**src/rtl/array_alloc_arbiter_if.sv**
```systemverilog
// Request/grant bundle between requesters and the array handle allocator.
// Requests are level-held until granted; grant is a one-cycle pulse.
interface array_alloc_arbiter_if #(
  parameter int MemoryElementWidth = 12,
  parameter int NReq               = 4
);
  logic [NReq-1:0]                    allocReq;
  logic [NReq-1:0]                    freeReq;
  logic [NReq*MemoryElementWidth-1:0] freeHandle;
  logic [NReq-1:0]                    grant;
  logic [MemoryElementWidth-1:0]      grantHandle;
  logic                               grantIsFree;
  logic                               error;
  logic                               full;
  logic [MemoryElementWidth:0]        inUse;

  modport master (
    output allocReq, freeReq, freeHandle,
    input  grant, grantHandle, grantIsFree, error, full, inUse
  );

  modport slave (
    input  allocReq, freeReq, freeHandle,
    output grant, grantHandle, grantIsFree, error, full, inUse
  );
endinterface

```
**src/rtl/array_alloc_arbiter.sv**
```systemverilog
// Round-robin allocator/freer of array handles with a LIFO free list; grant one cycle after decision.
// One operation per two cycles; frees beat allocs, allocs stall (no grant) while full.
module array_alloc_arbiter #(
  parameter int MemoryElementWidth = 12,
  parameter int NArrays            = 16,
  parameter int NReq               = 4
) (
  input  logic                  clock,
  input  logic                  reset,
  array_alloc_arbiter_if.slave  bus
);
  localparam int         W   = MemoryElementWidth;
  localparam int         AW  = (NArrays > 1) ? $clog2(NArrays) : 1;
  localparam int         RW  = (NReq > 1) ? $clog2(NReq) : 1;
  localparam logic [W:0] NA  = (W+1)'(NArrays);
  localparam logic [W:0] ONE = (W+1)'(1);

  typedef enum logic {IDLE, ACK} state_t;

  state_t              state, state_nxt;
  logic [W:0]          allocs, freedTop;
  logic [W-1:0]        stack [NArrays];
  logic [NArrays-1:0]  bitmap;
  logic [RW-1:0]       rrPtr;
  logic [NReq-1:0]     grantR;
  logic [W-1:0]        handleR;
  logic                isFreeR, errorR;

  logic                full;
  logic                anyFree, found, doOp, freeLegal;
  logic [NReq-1:0]     mask;
  logic [RW-1:0]       win;
  logic [W-1:0]        fh, allocHandle;

  assign full = (freedTop == '0) && (allocs == NA);

  // Pending frees mask out every alloc; a full pool masks allocs entirely.
  always_comb begin
    anyFree = |bus.freeReq;
    mask    = anyFree ? bus.freeReq : (full ? '0 : bus.allocReq);
    win     = rrPtr;
    found   = 1'b0;
    for (int i = NReq-1; i >= 0; i--) begin
      if (mask[i] && i <= int'(rrPtr)) begin
        win   = RW'(i);
        found = 1'b1;
      end
    end
    for (int i = NReq-1; i >= 0; i--) begin
      if (mask[i] && i > int'(rrPtr)) begin
        win   = RW'(i);
        found = 1'b1;
      end
    end
  end

  always_comb begin
    fh          = bus.freeHandle[int'(win)*W +: W];
    freeLegal   = ({1'b0, fh} < allocs) && bitmap[fh[AW-1:0]];
    allocHandle = (freedTop != '0) ? stack[AW'(freedTop - ONE)] : allocs[W-1:0];
  end

  always_ff @(posedge clock) begin
    if (reset) state <= IDLE;
    else       state <= state_nxt;
  end

  always_comb begin
    state_nxt = state;
    doOp      = 1'b0;
    case (state)
      IDLE: if (found) begin
        doOp      = 1'b1;
        state_nxt = ACK;
      end
      ACK:  state_nxt = IDLE;
      default: state_nxt = IDLE;
    endcase
  end

  always_ff @(posedge clock) begin
    if (reset) begin
      allocs   <= '0;
      freedTop <= '0;
      bitmap   <= '0;
      rrPtr    <= RW'(NReq-1);
      grantR   <= '0;
      handleR  <= '0;
      isFreeR  <= 1'b0;
      errorR   <= 1'b0;
    end else if (doOp) begin
      rrPtr       <= win;
      grantR      <= '0;
      grantR[win] <= 1'b1;
      handleR     <= anyFree ? fh : allocHandle;
      isFreeR     <= anyFree;
      errorR      <= anyFree && !freeLegal;
      if (anyFree) begin
        if (freeLegal) begin
          freedTop               <= freedTop + ONE;
          bitmap[fh[AW-1:0]]     <= 1'b0;
        end
      end else begin
        if (freedTop != '0) freedTop <= freedTop - ONE;
        else                allocs   <= allocs + ONE;
        bitmap[allocHandle[AW-1:0]] <= 1'b1;
      end
    end else begin
      grantR  <= '0;
      handleR <= '0;
      isFreeR <= 1'b0;
      errorR  <= 1'b0;
    end
  end

  // Free-list storage carries no reset; only entries below freedTop are ever read.
  always_ff @(posedge clock) begin
    if (!reset && doOp && anyFree && freeLegal)
      stack[freedTop[AW-1:0]] <= fh;
  end

  assign bus.grant       = grantR;
  assign bus.grantHandle = handleR;
  assign bus.grantIsFree = isFreeR;
  assign bus.error       = errorR;
  assign bus.full        = full;
  assign bus.inUse       = allocs - freedTop;
endmodule

```
**src/flat_wrapper.sv**
```systemverilog
// flat-port wrapper written by rule: the top's interface ports become plain ports
module array_alloc_arbiter_flat 
#(
  parameter int MemoryElementWidth = 12,
  parameter int NArrays            = 16,
  parameter int NReq               = 4
)
  (clock, reset, bus_allocReq, bus_freeReq, bus_freeHandle, bus_grant, bus_grantHandle, bus_grantIsFree, bus_error, bus_full, bus_inUse);
  array_alloc_arbiter_if #(.MemoryElementWidth(MemoryElementWidth), .NReq(NReq)) bus_i ();
  input  logic clock;
  input  logic reset;
  input wire logic [$bits(bus_i.allocReq)-1:0] bus_allocReq;
  input wire logic [$bits(bus_i.freeReq)-1:0] bus_freeReq;
  input wire logic [$bits(bus_i.freeHandle)-1:0] bus_freeHandle;
  output wire logic [$bits(bus_i.grant)-1:0] bus_grant;
  output wire logic [$bits(bus_i.grantHandle)-1:0] bus_grantHandle;
  output wire logic [$bits(bus_i.grantIsFree)-1:0] bus_grantIsFree;
  output wire logic [$bits(bus_i.error)-1:0] bus_error;
  output wire logic [$bits(bus_i.full)-1:0] bus_full;
  output wire logic [$bits(bus_i.inUse)-1:0] bus_inUse;
  assign bus_i.allocReq = bus_allocReq;
  assign bus_i.freeReq = bus_freeReq;
  assign bus_i.freeHandle = bus_freeHandle;
  assign bus_grant = bus_i.grant;
  assign bus_grantHandle = bus_i.grantHandle;
  assign bus_grantIsFree = bus_i.grantIsFree;
  assign bus_error = bus_i.error;
  assign bus_full = bus_i.full;
  assign bus_inUse = bus_i.inUse;
  array_alloc_arbiter #(.MemoryElementWidth(MemoryElementWidth), .NArrays(NArrays), .NReq(NReq)) u_core (.clock(clock), .reset(reset), .bus(bus_i));
endmodule
```
**config.mk**
```make
export PLATFORM = sky130hd
export DESIGN_NAME = array_alloc_arbiter_flat
export DESIGN_NICKNAME = d
export VERILOG_FILES = /design/src/rtl/array_alloc_arbiter_if.sv /design/src/rtl/array_alloc_arbiter.sv /design/src/flat_wrapper.sv
export SDC_FILE = /design/constraint.sdc
export NUM_CORES = 1
export LEC_CHECK = 0
export BUFFER_PORTS_ARGS = -buffer_cell sky130_fd_sc_hd__buf_2
export CAP_MARGIN = 10
export CORE_MARGIN = 10
export CORE_UTILIZATION = 29
export CTS_BUF_LIST = sky130_fd_sc_hd__clkbuf_8
export DETAILED_ROUTE_END_ITERATION = 12
export GPL_TIMING_DRIVEN = 0
export PLACE_DENSITY_LB_ADDON = 0.1
export REMOVE_ABC_BUFFERS = 1
export SLEW_MARGIN = 20
export SYNTH_ARGS = -nofsm -noshare
export SYNTH_HDL_FRONTEND = slang
export SYNTH_SLANG_ARGS = --single-unit
```
**constraint.sdc**
```tcl
create_clock -name clock -period 7.7 [get_ports clock]
set_clock_uncertainty 0.15 [all_clocks]
set_input_delay 2.31 -clock clock [delete_from_list [all_inputs] [get_ports clock]]
set_output_delay 2.31 -clock clock [all_outputs]
set_load 0.1 [all_outputs]
```
# Word-level counts from Yosys, hierarchy flattened
# Memory sizes are Yosys's and may differ from the RTL's.
# Cells that the tools add are included.
# totals
register_bits	63
latch_bits	0
ram_bits	192
rom_bits	0
inputBits	58
out_inout_bits	32
elab_cells	99
mem_count	1
# classes
n_addsub	4
mul	1
n_div	0
order_cmp	13
n_eq_ne	2
shifts	1
n_mux	36
n_bitwise	7
n_reduce_logical	25
# memory_table
name	depth	word_bits	rd	rd_clocked_by_memory_dff	wr	line_no	source
u_core.stack	16	12	1	0	1	array_alloc_arbiter.sv:22	logic [W-1:0] stack [NArrays];
# ops
operator	count
$shiftx A48 B32 Y12	1
$mux W13	3
$mux W16	2
$add A13 B1 Y13 const B	2
$mux W12	2
$and A16 B16 Y16	1
$not A16 Y16	1
$or A16 B16 Y16	1
$logic_and A1 B1 Y1	15
$mux W1	15
$mux W2	7
$eq A13 B5 Y1 const B	1
$logic_not A13 Y1	1
$lt A12 B13 Y1	1
$reduce_bool A13 Y1	1
$sub A13 B1 Y13 const B	1
$sub A13 B13 Y13	1
$lt A4 B5 Y1 const B	2
$demux W1 S4	2
$ge A4 B1 Y1 const B	2
$mux W4	2
$reduce_and A3 Y1	2
$bmux W1 S4	1
$gt A2 B2 Y1 const A	2
other kinds (15)	20

# Depth between registers and ports, before layout
# Gate-level depths: netlist of run 1.
# logic_depth
ltp_word	22
ltp_mapped	30
mapped_depth_nobuf	24

# Worst setup path before layout of run 1
# No wires, ideal clock.
# synth_timing
kind	input -> register
start	input bus_freeReq[0]
end	memory u_core.stack[10][0] in the netlist's numbering (enable)
arrival_ns	7.697
t_required_ns	7.197
setup_slack_ns	-0.500
stages	24
cell_sequence	buf_2 -> nor4_2 -> buf_4 -> nand2_1 -> a21oi_1 -> o22ai_1 -> a21oi_1 -> clkbuf_1 -> o22ai_1 -> nor3_1 -> ha_1 -> a21o_1 -> a21o_1 -> a21oi_1 -> nor2b_1 -> o21ai_0 -> nand2b_1 -> a21o_1 -> a32oi_1 -> o221ai_2 -> nor4b_4 -> and2_1 -> clkbuf_1 -> and4_1
# synth_via
word_cells_on_any_way	35
cone_classes	mul (1); order compare (1); shift (1); mux (21); reduce/logical (11)
# synth_rtl
item	line_no	source
start, declared	flat_wrapper.sv:13	input wire logic [$bits(bus_i.freeReq)-1:0] bus_freeReq;
$reduce_or A4 Y1	array_alloc_arbiter.sv:39	anyFree = |bus.freeReq;
$mux W4 (*)	array_alloc_arbiter.sv:40	mask = anyFree ? bus.freeReq : (full ? '0 : bus.allocReq);
$logic_and A1 B1 Y1	array_alloc_arbiter.sv:44	if (mask[i] && i <= int'(rrPtr)) begin
$mux W2 (4 in series)	array_alloc_arbiter.sv:44	
$mux W2 (2 in series)	array_alloc_arbiter.sv:50	if (mask[i] && i > int'(rrPtr)) begin
$mux W2 (*)	array_alloc_arbiter.sv:50	
$mul A2 B2 Y4 (*)	array_alloc_arbiter.sv:58	fh = bus.freeHandle[int'(win)*W +: W];
$shiftx A48 B32 Y12 (*)	array_alloc_arbiter.sv:58	
via u_core.fh[6]	array_alloc_arbiter.sv:33	logic [W-1:0] fh, allocHandle;
$lt A12 B13 Y1 (*)	array_alloc_arbiter.sv:59	freeLegal = ({1'b0, fh} < allocs) && bitmap[fh[AW-1:0]];
$logic_and A1 B1 Y1 (*)	array_alloc_arbiter.sv:59	
$logic_and A1 B1 Y1 (*)	array_alloc_arbiter.sv:118	if (!reset && doOp && anyFree && freeLegal)
$mux W1 (*)	array_alloc_arbiter.sv:118	
$mux W1 (implied by the code) (*)	array_alloc_arbiter.sv:119	stack[freedTop[AW-1:0]] <= fh;
end, declared	array_alloc_arbiter.sv:22	
# Mark *: on every way through the listed nets, which the timed path passes. The rest lies on a longest branch. The select of a mux whose other input is x is not followed.

# Final worst setup path of run 1
# layout_timing
start	input bus_freeReq[0]
end	memory u_core.stack[5][0] in the netlist's numbering (enable)
# The elaborated chain is that of the path after synthesis.

==> results.ini, run 1 <==
[status]
status=finished clean

[yosys]
synth_simple_gate_area_share_pct=11.8
syn_area_per_cell_sq_um=13.5
synth_top_family_by_area=multiplexers
netlist_instances=897
synth_xor_area_share_pct=1.80
synthAdderAreaFrac_pct=3.15
yosys-mux-area-fraction_pct=12.5
ys_ff_latch=255
synth-seq-area-share_pct=57.8
netlist_area_sq_um=12100
synth_ff_type=edfxtp_1
yosys_warnings=0
synth_edf_count=192
synth_compound_area_share_pct=10.0
async_flop_share_pct=0
ys_types=83

[finish]
multi_input_area_sq_um=4960
finalNetCount=1109
regArea_sq_um=7030
final_layout_size_suffix_gt1_share_pct=30.2
synthToLayoutAreaGrowth_pct=18.7
fillers=4053
post-route-util_pct=35.1
num_antenna_cells=0

[min_path]
hp-class=register to register
hold_path_end=u_core.bitmap[0]$_SDFFE_PP0P_
min_path_cells=2
hp-start=u_core.bitmap[0]$_SDFFE_PP0P_

[detailed_routing]
first_pass_iters=5
detail_route.wirelength_um=36700
remaining_drc_errors=0
wl_per_cell_um=23.1
viasPerCell=5.08
antenna_left=0
vias=8079
drt_iter0_markers=522

[timing]
setup_viol=0
holdWs_ns=0.365
worst_pin_slew_ns=0.960
tns_ns=0
period_share_pct=95.7
rsz0062_at_grt=no
worst_slew_margin_rel_pct=36.0
fmax_ghz=0.136
fin_ws_ns=0.332
finalHoldViolCount=0
final_max_slew_viol_count=0
fin_crit_ns=7.37

[power]
leakagePower_nw=4.91
finalPower_mw=4.07
powerDensity_nw_per_um2=282
irDropWorstVdd_v=0.000174

[cts]
ctsLongestPathBuffers=3
clk_latency_ns=0.59
hold_buffers=0
cts_tree=done
clk_pin_slew_worst_paths_ns=0.05
clock_tree.root_cell=clkbuf_8
htreeDepth=2
cts_made_buffers=46
cts.sinks=255

[worst_setup_path]
reg2regPathDepth=19
required_ns=7.77
worst-setup-path-type=input pin to register
rr_startpoint=u_core.freedTop[0]$_SDFFE_PP0P_
path_max_fanout=15
end_kind=register
timing.rr.end=u_core.stack[5][0]$_DFFE_PP_
critPathArrivalTime_ns=7.44
r2r_slack_ns=0.96
critPathLaunch=bus_freeReq[0]
critPathLaunchType=input pin

[global_route]
gr-total-overflow=0
grt_pass1_wl_um=54400
grt_usage_pct=14.4
first_global_vias=8285
grt_max_degree=46
antenna_found_initial=0

[placement]
placement.io_buffers=89
dpl.hpwl_um=24400
gp_congestion=0.813
place_ws_ns=-2.27

[floorplanning]
initial_core_util_pct=29.5
die_w_um=225
die-height_um=225
io_pins=90
dieArea_sq_um=50500
num_rows=74
core_sq_um=41100

[run]
maxCapViolations=0

final cells by class:
type | instances | area share [%]
inverters | 40 | 1.10
clock inverters | 36 | 1.40
clock buffers | 49 | 4.68
flip-flops and latches | 255 | 48.8
repair buffers | 118 | 5.04
multi-input cells | 560 | 34.4
well taps | 532 | 4.62
cell usage after synthesis (17+ instances only):
master / instances / area [sq um]
a21oi_1: 41 / 205
a311oi_1: 17 / 149
clkbuf_1: 22 / 82.6
dfxtp_1: 63 / 1260
edfxtp_1: 192 / 5770
ha_1: 29 / 363
inv_1: 39 / 146
mux4_2: 60 / 1350
nand2_1: 25 / 93.8
nand3_1: 21 / 105
nor2_1: 88 / 330
nor3_1: 29 / 145
o21ai_0: 35 / 175
xnor2_1: 20 / 175
stage by stage:
step                      instance area [sq um]  cells
after floorplan                           12000    855
after global placement                    13100   1476
after detailed placement                  13300   1494
after CTS                                 14400   1587
after global routing                      14400   1590
final                                     14400   1590
registers in the layout, indices dropped and copies added, names as in the netlist:
register and count:
u_core.rrPtr 2, u_core.freedTop 13, u_core.allocs 13, u_core.bus.grantIsFree 1
u_core.state 1, u_core.bus.grantHandle 12, u_core.bus.grant 4, u_core.bitmap 16
u_core.stack 192, u_core.bus.error 1
critical path, stage by stage:
cell,delay [ns]
buf_2,0.18
nor4_4,0.39
a21oi_1,0.12
a21oi_1,0.43
nand2b_1,0.24
o31a_4,0.24
buf_4,0.20
nor2_1,0.08
nor3_4,0.32
ha_1,0.33
a21o_1,0.17
a21oi_1,0.15
nor2b_1,0.06
o21ai_0,0.13
nand2b_1,0.08
a21o_1,0.22
a32oi_2,0.31
o221ai_2,0.18
nor4b_4,0.42
and2_2,0.39
and4_4,0.48
kinds of logic after synthesis:
kind of cell	after synthesis
XOR/XNOR	25
buffers and inverters	82
multiplexers	76
adder cells (fa/ha/maj)	30
AND/OR/NAND/NOR	256
AO/OA/AOI/OAI	173
flip-flops	255
placed cells by master, fill, tap and decap left out, types with 4 or more instances in the layout:
| cell | n |
|---|---|
| a211oi_1 | 5 |
| a21o_1 | 12 |
| a21oi_1 | 40 |
| a311oi_1 | 17 |
| a31oi_1 | 10 |
| and2_1 | 5 |
| and3_1 | 5 |
| and3_4 | 7 |
| and4_4 | 8 |
| buf_2 | 92 |
| buf_4 | 19 |
| clkbuf_8 | 49 |
| clkinv_1 | 8 |
| clkinv_2 | 14 |
| dfxtp_1 | 62 |
| edfxtp_1 | 192 |
| ha_1 | 28 |
| inv_1 | 48 |
| mux2_2 | 5 |
| mux2i_1 | 9 |
| mux4_2 | 60 |
| nand2_1 | 24 |
| nand2b_1 | 9 |
| nand3_1 | 21 |
| nand4_1 | 14 |
| nor2_1 | 88 |
| nor2b_1 | 5 |
| nor3_1 | 21 |
| nor3_2 | 7 |
| nor4_1 | 6 |
| nor4b_2 | 4 |
| o21ai_0 | 35 |
| o22ai_1 | 10 |
| or3_1 | 6 |
| xnor2_1 | 18 |
| xor2_1 | 5 |
metal layers:
layer | vias up | track usage [%] | share of wire, %
li1 | 3771 | - | -
met1 | 4037 | 18.4 | 44
met2 | 209 | 23.8 | 49
met3 | 62 | 3.04 | 4.9
met4 | 0 | 4.91 | 2.5
met5 | - | 0 | 0
where the power goes:
group	switching, mW	internal [mW]
combinational	0.833	0.428
sequential	0.0309	1.55
clock	0.594	0.632
worst max-delay path by stage:
stage	slack, ns	end	cells after the start
after floorplan	-1.14	u_core.stack[4][0]$_DFFE_PP_	23
after global placement	-5.63	u_core.stack[11][11]$_DFFE_PP_	21
after detailed placement	-2.27	u_core.stack[2][7]$_DFFE_PP_	17
after CTS	0.09	u_core.stack[5][0]$_DFFE_PP_	20
after global routing	0.04	u_core.freedTop[10]$_SDFFE_PP0P_	23
final	0.33	u_core.stack[5][0]$_DFFE_PP_	21
repair_timing:
| item | CTS | global route |
|---|---|---|
| resized for setup | 38 | 4 |
| buffers inserted | 8 | 3 |
| endpoints found under the setup margin | 222 | 204 |
| pin swaps | 3 | 2 |
| hold endpoints to repair | 0 | 0 |
(Power assumes the default switching activity.)
==> run 2: changes to the inputs <==
--- a/config.mk
+++ b/config.mk
@@ -7,6 +7,8 @@
 export LEC_CHECK = 0
 export BUFFER_PORTS_ARGS = -buffer_cell sky130_fd_sc_hd__buf_2
 export CAP_MARGIN = 10
+export CELL_PAD_IN_SITES_DETAIL_PLACEMENT = 0
+export CELL_PAD_IN_SITES_GLOBAL_PLACEMENT = 2
 export CORE_MARGIN = 10
 export CORE_UTILIZATION = 29
 export CTS_BUF_LIST = sky130_fd_sc_hd__clkbuf_8
==> results.ini, run 2 (same netlist as run 1, synthesis figures left out) <==
[status]
status=finished clean

[global_route]
grt.met3_usage_pct=4.19  ; +1.1 points
use_met2_pct=25.8  ; +2.0 points
grt_usage_pct=15.0  ; +0.64 points
antenna_found_initial=0  ; unchanged
gr-max-usage-layer=met2
met1_usage_pct=18.0  ; -0.39 points
grt_pass1_wl_um=56200  ; +3.2%
first_global_vias=8416  ; +1.6%
grt_max_degree=47  ; +2.2%
gr-total-overflow=0  ; unchanged

[worst_setup_path]
worst-setup-path-type=input pin to register
timing.rr.end=u_core.freedTop[10]$_SDFFE_PP0P_
end_kind=register
crit_top_cell=buf_4
critPathArrivalTime_ns=7.69  ; +0.25 ns
crit_family=compound AO/OA/AOI/OAI gates
required_ns=8.07  ; +0.30 ns
path_cells=buf_2 > or4b_4 > a21oi_2 > o22ai_1 > a31o_1 > a21oi_4 > buf_12 > buf_4 > o22a_1 > o211ai_2 > clkinvlp_4 > ha_1 > a21o_1 > a21oi_1 > nand4_1 > a32oi_2 > o221ai_2 > nor4b_4 > buf_4 > buf_4 > a31oi_4 > or4_1 > a21oi_1
reg2regPathDepth=22  ; +3
critPathLaunchType=input pin
critical_path.slowest_cell=or4b_4
max_stage_delay_ns=0.59  ; +0.11 ns
r2r_slack_ns=0.97  ; about the same
path_buf_inv=6  ; +4
path_max_fanout=17  ; +2
rr_startpoint=u_core.freedTop[0]$_SDFFE_PP0P_

[detailed_routing]
remaining_drc_errors=0  ; unchanged
first_pass_iters=5  ; unchanged
viasPerCell=5.11  ; +0.55%
antenna_left=0  ; unchanged
detail_route.wirelength_um=38400  ; +4.5%
vias=8144  ; +0.80%
wl_per_cell_um=24.1  ; +4.2%
drt_iter0_markers=463  ; -11%

[floorplanning]
io_pins=90  ; unchanged
core_sq_um=41100  ; unchanged
initial_core_util_pct=29.5  ; unchanged
die_w_um=225  ; unchanged
die-height_um=225  ; unchanged
num_rows=74  ; unchanged
dieArea_sq_um=50500  ; unchanged

[placement]
placed_area_sq_um=13400  ; +0.20%
dpl.hpwl_um=25600  ; +4.8%
placement.io_buffers=89  ; unchanged
gp_congestion=0.739  ; -9.1%

[min_path]
hp-start=u_core.bitmap[2]$_SDFFE_PP0P_
hp-class=register to register
min_path_cells=2  ; unchanged
hold_path_end=u_core.bitmap[2]$_SDFFE_PP0P_

[timing]
fmax_ghz=0.137  ; +0.68%
setup_viol=0  ; unchanged
final_max_slew_viol_count=0  ; unchanged
period_share_pct=95.0  ; -0.65 points
fin_crit_ns=7.32  ; -0.0499 ns
worst_slew_margin_rel_pct=33.4  ; -2.6 points
worst_pin_slew_ns=0.999  ; +0.0388 ns
rsz0062_at_grt=no
finalHoldViolCount=0  ; unchanged

[power]
leakagePower_nw=4.93  ; +0.36%
finalPower_mw=4.07  ; about the same
irDropWorstVdd_v=0.000123  ; -29%
powerDensity_nw_per_um2=281  ; -0.38%

[finish]
fillers=4074  ; +0.52%
design_area_sq_um=14500  ; +0.37%
final_cell_mix=edfxtp_1 (192), buf_2 (92), nor2_1 (88)
final_common_cell=edfxtp_1
finalNetCount=1114  ; +0.45%
final_layout_size_suffix_gt1_share_pct=29.9  ; -0.27 points
synthToLayoutAreaGrowth_pct=19.2
largest_register_ffs=192  ; unchanged

[cts]
clk_pin_slew_worst_paths_ns=0.06  ; about the same
clk_latency_ns=0.61  ; +0.02 ns
hold_buffers=0  ; unchanged
htreeDepth=2  ; unchanged
cts_made_buffers=46  ; unchanged
cts_tree=done
ctsLongestPathBuffers=3  ; unchanged
cts.sinks=255  ; unchanged
clock_tree.root_cell=clkbuf_8

[run]
maxCapViolations=0  ; unchanged

[run 2: layer usage]
metal	vias to the layer above	share of wire (%)
met3	61	6.0
li1	3796	-
met4	0	2.0
met2	200	50
met5	-	0
met1	4087	42
[run 2: worst register-to-register path, cell delays in order, from the launching register on]
cell and delay (ns):
dfxtp_4 0.49, inv_1 0.26, ha_4 0.25, nor4b_4 0.31
nand4_4 0.21, nor2_1 0.38, o21ai_1 0.19, nor4_1 0.39
a21oi_4 0.08, buf_6 0.17, o211ai_2 0.45, clkinvlp_4 0.45
ha_1 0.41, a21oi_1 0.20, nand4_1 0.15, a32oi_2 0.30
o221ai_2 0.17, nor4b_4 0.28, buf_4 0.19, buf_4 0.20
a31oi_4 0.22, or4_1 0.57, a21oi_1 0.14
[run 2: how the worst max path moves through the flow]
| stage | endpoint | cells past startpoint | startpoint | slack (ns) |
|---|---|---|---|---|
| after floorplan | u_core.stack[4][0]$_DFFE_PP_ | 23 | u_core.freedTop[0]$_SDFFE_PP0P_ | -1.14 |
| after global placement | u_core.stack[8][1]$_DFFE_PP_ | 21 | bus_freeReq[1] | -6.08 |
| after detailed placement | u_core.stack[10][6]$_DFFE_PP_ | 17 | bus_freeReq[3] | -2.13 |
| after CTS | u_core.freedTop[10]$_SDFFE_PP0P_ | 24 | bus_freeReq[1] | 0.006 |
| after global routing | u_core.freedTop[10]$_SDFFE_PP0P_ | 25 | bus_freeReq[0] | 0.04 |
| final | u_core.freedTop[10]$_SDFFE_PP0P_ | 23 | bus_freeReq[0] | 0.38 |
[run 2: metrics by stage]
stage	util, %	setup slack (ns)	instances	setup TNS (ns)	hold slack (ns)
6_report	35.2	0.382	1594	0	0.368
5_1_grt	35.2	0.0368	1593	0	0.393
4_1_cts	35.0	0.00606	1586	0	0.371
3_5_place_dp	32.5	-2.13	1496	-430.99	0.361
3_3_place_gp	31.8	-6.08	1476	-1616.50	0.349
2_1_floorplan	-	-1.14	855	-232.13	0.332
[run 2: cell type report]
cell class | count | area (sq um) | area share, %
Clock buffer | 47 | 647 | 4.47
Timing Repair Buffer | 122 | 773 | 5.34
Timing Repair inverter | 1 | 5.00 | 0.0346
Clock inverter | 36 | 208 | 1.43
Inverter | 40 | 160 | 1.11
Antenna cell | 1 | 2.50 | 0.0173
Multi-Input combinational cell | 560 | 4980 | 34.4
Sequential cell | 255 | 7030 | 48.6
Tap cell | 532 | 666 | 4.60
[run 2: what timing repair did]
item                                    4_1_cts  5_1_grt
gates cloned                                  0        1
pin swaps                                     4        3
gates resized for setup                      37        8
setup buffers                                 7        6
endpoints found under the setup margin      221      216
[run 2: power by group]
part           total [mW]  internal, mW  leakage (nW)  switching (mW)
logic                1.27         0.433          2.21           0.835
clock network        1.22         0.636         0.492           0.585
registers            1.58          1.55          2.23          0.0277
total                4.07          2.62          4.93            1.45
==> run 3: changes to the inputs <==
--- a/config.mk
+++ b/config.mk
@@ -10,10 +10,11 @@
 export CELL_PAD_IN_SITES_DETAIL_PLACEMENT = 0
 export CELL_PAD_IN_SITES_GLOBAL_PLACEMENT = 2
 export CORE_MARGIN = 10
-export CORE_UTILIZATION = 29
+export CORE_UTILIZATION = 38
 export CTS_BUF_LIST = sky130_fd_sc_hd__clkbuf_8
 export DETAILED_ROUTE_END_ITERATION = 12
 export GPL_TIMING_DRIVEN = 0
+export MAX_ROUTING_LAYER = met4
 export PLACE_DENSITY_LB_ADDON = 0.1
 export REMOVE_ABC_BUFFERS = 1
 export SLEW_MARGIN = 20
==> results.ini, run 3 (same netlist as run 1, synthesis figures left out) <==
[floorplanning]
io_pins=90  ; unchanged
die_w_um=199  ; -12%
die-height_um=199  ; -12%
dieArea_sq_um=39500  ; -22%
core_sq_um=31600  ; -23%
initial_core_util_pct=38.5  ; +8.9 points
num_rows=65  ; -12%

[global_route]
use_met2_pct=30.9  ; +5.1 points
antenna_found_initial=0  ; unchanged
grt_usage_pct=18.4  ; +3.4 points
grt_max_degree=49  ; +4.3%
met1_usage_pct=22.7  ; +4.7 points
grt_pass1_wl_um=53200  ; -5.3%
first_global_vias=8344  ; -0.86%
grt.met3_usage_pct=3.33  ; -0.86 points
gr-total-overflow=0  ; unchanged
gr-max-usage-layer=met2

[timing]
final_max_slew_viol_count=0  ; unchanged
rsz0062_at_grt=no
finalHoldViolCount=0  ; unchanged
setup_viol=0  ; unchanged
fin_ws_ns=0.285  ; -0.0966 ns
worst_slew_margin_rel_pct=36.5  ; +3.1 points
holdWs_ns=0.362  ; -0.00575 ns
period_share_pct=96.3  ; +1.3 points
fin_crit_ns=7.41  ; +0.0966 ns
fmax_ghz=0.135  ; -1.3%
worst_pin_slew_ns=0.953  ; -0.0460 ns

[power]
power.share.combinational_pct=31.3  ; about the same
powerDensity_nw_per_um2=276  ; -1.7%
seq_power_share_pct=40.4  ; +1.5 points
switchingPower_mw=1.39  ; -4.0%
finalPower_mw=3.91  ; -3.9%
leakagePower_nw=4.84  ; -1.8%
clockPowerShare_pct=28.3  ; -1.7 points
power.internal_mw=2.52  ; -3.9%
irDropWorstVdd_v=0.000145  ; +18%
swShare_pct=35.5  ; about the same

[cts]
clk_latency_ns=0.57  ; -0.04 ns
cts_tree=done
clock_tree.root_cell=clkbuf_8
hold_buffers=0  ; unchanged
cts_made_buffers=45  ; -2.2%
ctsLongestPathBuffers=3  ; unchanged
clk_pin_slew_worst_paths_ns=0.06  ; about the same
htreeDepth=2  ; unchanged
cts.sinks=255  ; unchanged

[worst_setup_path]
crit_top_cell=a21o_1
end_kind=register
critical_path.slowest_cell=or4b_4
path_cells=buf_2 > or4b_4 > o2111ai_1 > o21ai_1 > o221ai_1 > o31a_2 > nor2_1 > nor3_4 > ha_1 > a21o_1 > a21o_1 > a21oi_1 > nor2b_1 > o21ai_0 > nand2b_1 > a21o_1 > a32oi_2 > o221ai_2 > nor4b_4 > buf_4 > buf_4 > a31oi_4 > or4_1 > a21oi_1
crit_family=compound AO/OA/AOI/OAI gates
critPathLaunchType=input pin
worst-setup-path-type=input pin to register
path_max_fanout=17  ; unchanged
max_stage_delay_ns=0.58  ; about the same
required_ns=8.03  ; -0.04 ns
critPathArrivalTime_ns=7.74  ; +0.05 ns
path_buf_inv=3  ; -3

[finish]
final_layout_size_suffix_gt1_share_pct=29.3  ; -0.59 points
finalNetCount=1109  ; -0.45%
final_cell_mix=edfxtp_1 (192), buf_2 (91), nor2_1 (88)
design_area_sq_um=14100  ; -2.2%
synthToLayoutAreaGrowth_pct=16.5
regArea_sq_um=7030  ; unchanged
final_common_cell=edfxtp_1
largest_register_ffs=192  ; unchanged
multi_input_area_sq_um=4960  ; -0.43%
num_antenna_cells=0  ; -1
fillers=2919  ; -28%

[placement]
place_ws_ns=-2.14  ; -0.00911 ns
dpl.hpwl_um=23600  ; -7.7%
placement.io_buffers=89  ; unchanged
placed_area_sq_um=13200  ; -1.6%
gp_congestion=0.817  ; +10%

[detailed_routing]
vias=8182  ; +0.47%
remaining_drc_errors=0  ; unchanged
wl_per_cell_um=24.3  ; +1.1%
viasPerCell=5.62  ; +9.9%
antenna_left=0  ; unchanged
detail_route.wirelength_um=35500  ; -7.6%
drt_iter0_markers=541  ; +17%
first_pass_iters=5  ; unchanged

[min_path]
hp-class=register to register

[status]
status=finished clean

[run]
maxCapViolations=0  ; unchanged

==> run 3: through the flow <==
| stage | std cells | util [%] | TNS, ns |
|---|---|---|---|
| floorplan | 855 | - | -232.13 |
| global placement | 1346 | 40.9 | -1357.38 |
| detailed placement | 1361 | 41.7 | -426.64 |
| CTS | 1451 | 44.6 | 0 |
| global route | 1457 | 44.8 | 0 |
| finish | 1457 | 44.8 | 0 |
==> run 3: area by class of cell <==
class | count | area share (%)
clock buffers | 45 | 4.38
clock inverters | 36 | 1.14
inverters | 40 | 1.12
multi-input cells | 560 | 35.1
flip-flops and latches | 255 | 49.7
well taps | 402 | 3.55
repair buffers | 118 | 5.01
repair inverters | 1 | 0.0354
==> run 3: path summary, 6_finish.rpt <==
check	start	end	slack, ns	depth (start not counted)
max reg2reg	u_core.freedTop[0]$_SDFFE_PP0P_	u_core.freedTop[10]$_SDFFE_PP0P_	0.99	22
min	u_core.bitmap[11]$_SDFFE_PP0P_	u_core.bitmap[11]$_SDFFE_PP0P_	0.36	2
min reg2reg	u_core.bitmap[11]$_SDFFE_PP0P_	u_core.bitmap[11]$_SDFFE_PP0P_	0.36	2
max	bus_freeReq[0]	u_core.freedTop[10]$_SDFFE_PP0P_	0.29	24
==> run 3: per-layer routing <==
metal | vias to the layer above | wire (um)
li1 | 3767 | -
met1 | 4084 | 15200
met2 | 273 | 17300
met3 | 58 | 2200
met4 | 0 | 752
met5 | - | 0
==> run 3: tightest hold or removal path, stage by stage (launching register included) <==
cell,delay (ns)
dfxtp_1,0.31
a21oi_1,0.11
a311oi_1,0.05
==> run 3: what timing repair did <==
item,CTS,global route
gates cloned,0,1
pin swaps,3,2
gates resized for setup,37,5
setup endpoints to repair,222,216
setup buffers,9,5
==> run 3: power groups by stage <==
stage | registers, mW | clock network, mW | logic, mW
floorplan | 1.69 | 0 | 0.775
global placement | 1.63 | 0 | 1.16
detailed placement | 1.61 | 0 | 1.21
CTS | 1.58 | 1.14 | 1.23
global route | 1.59 | 1.21 | 1.31
finish | 1.58 | 1.11 | 1.22
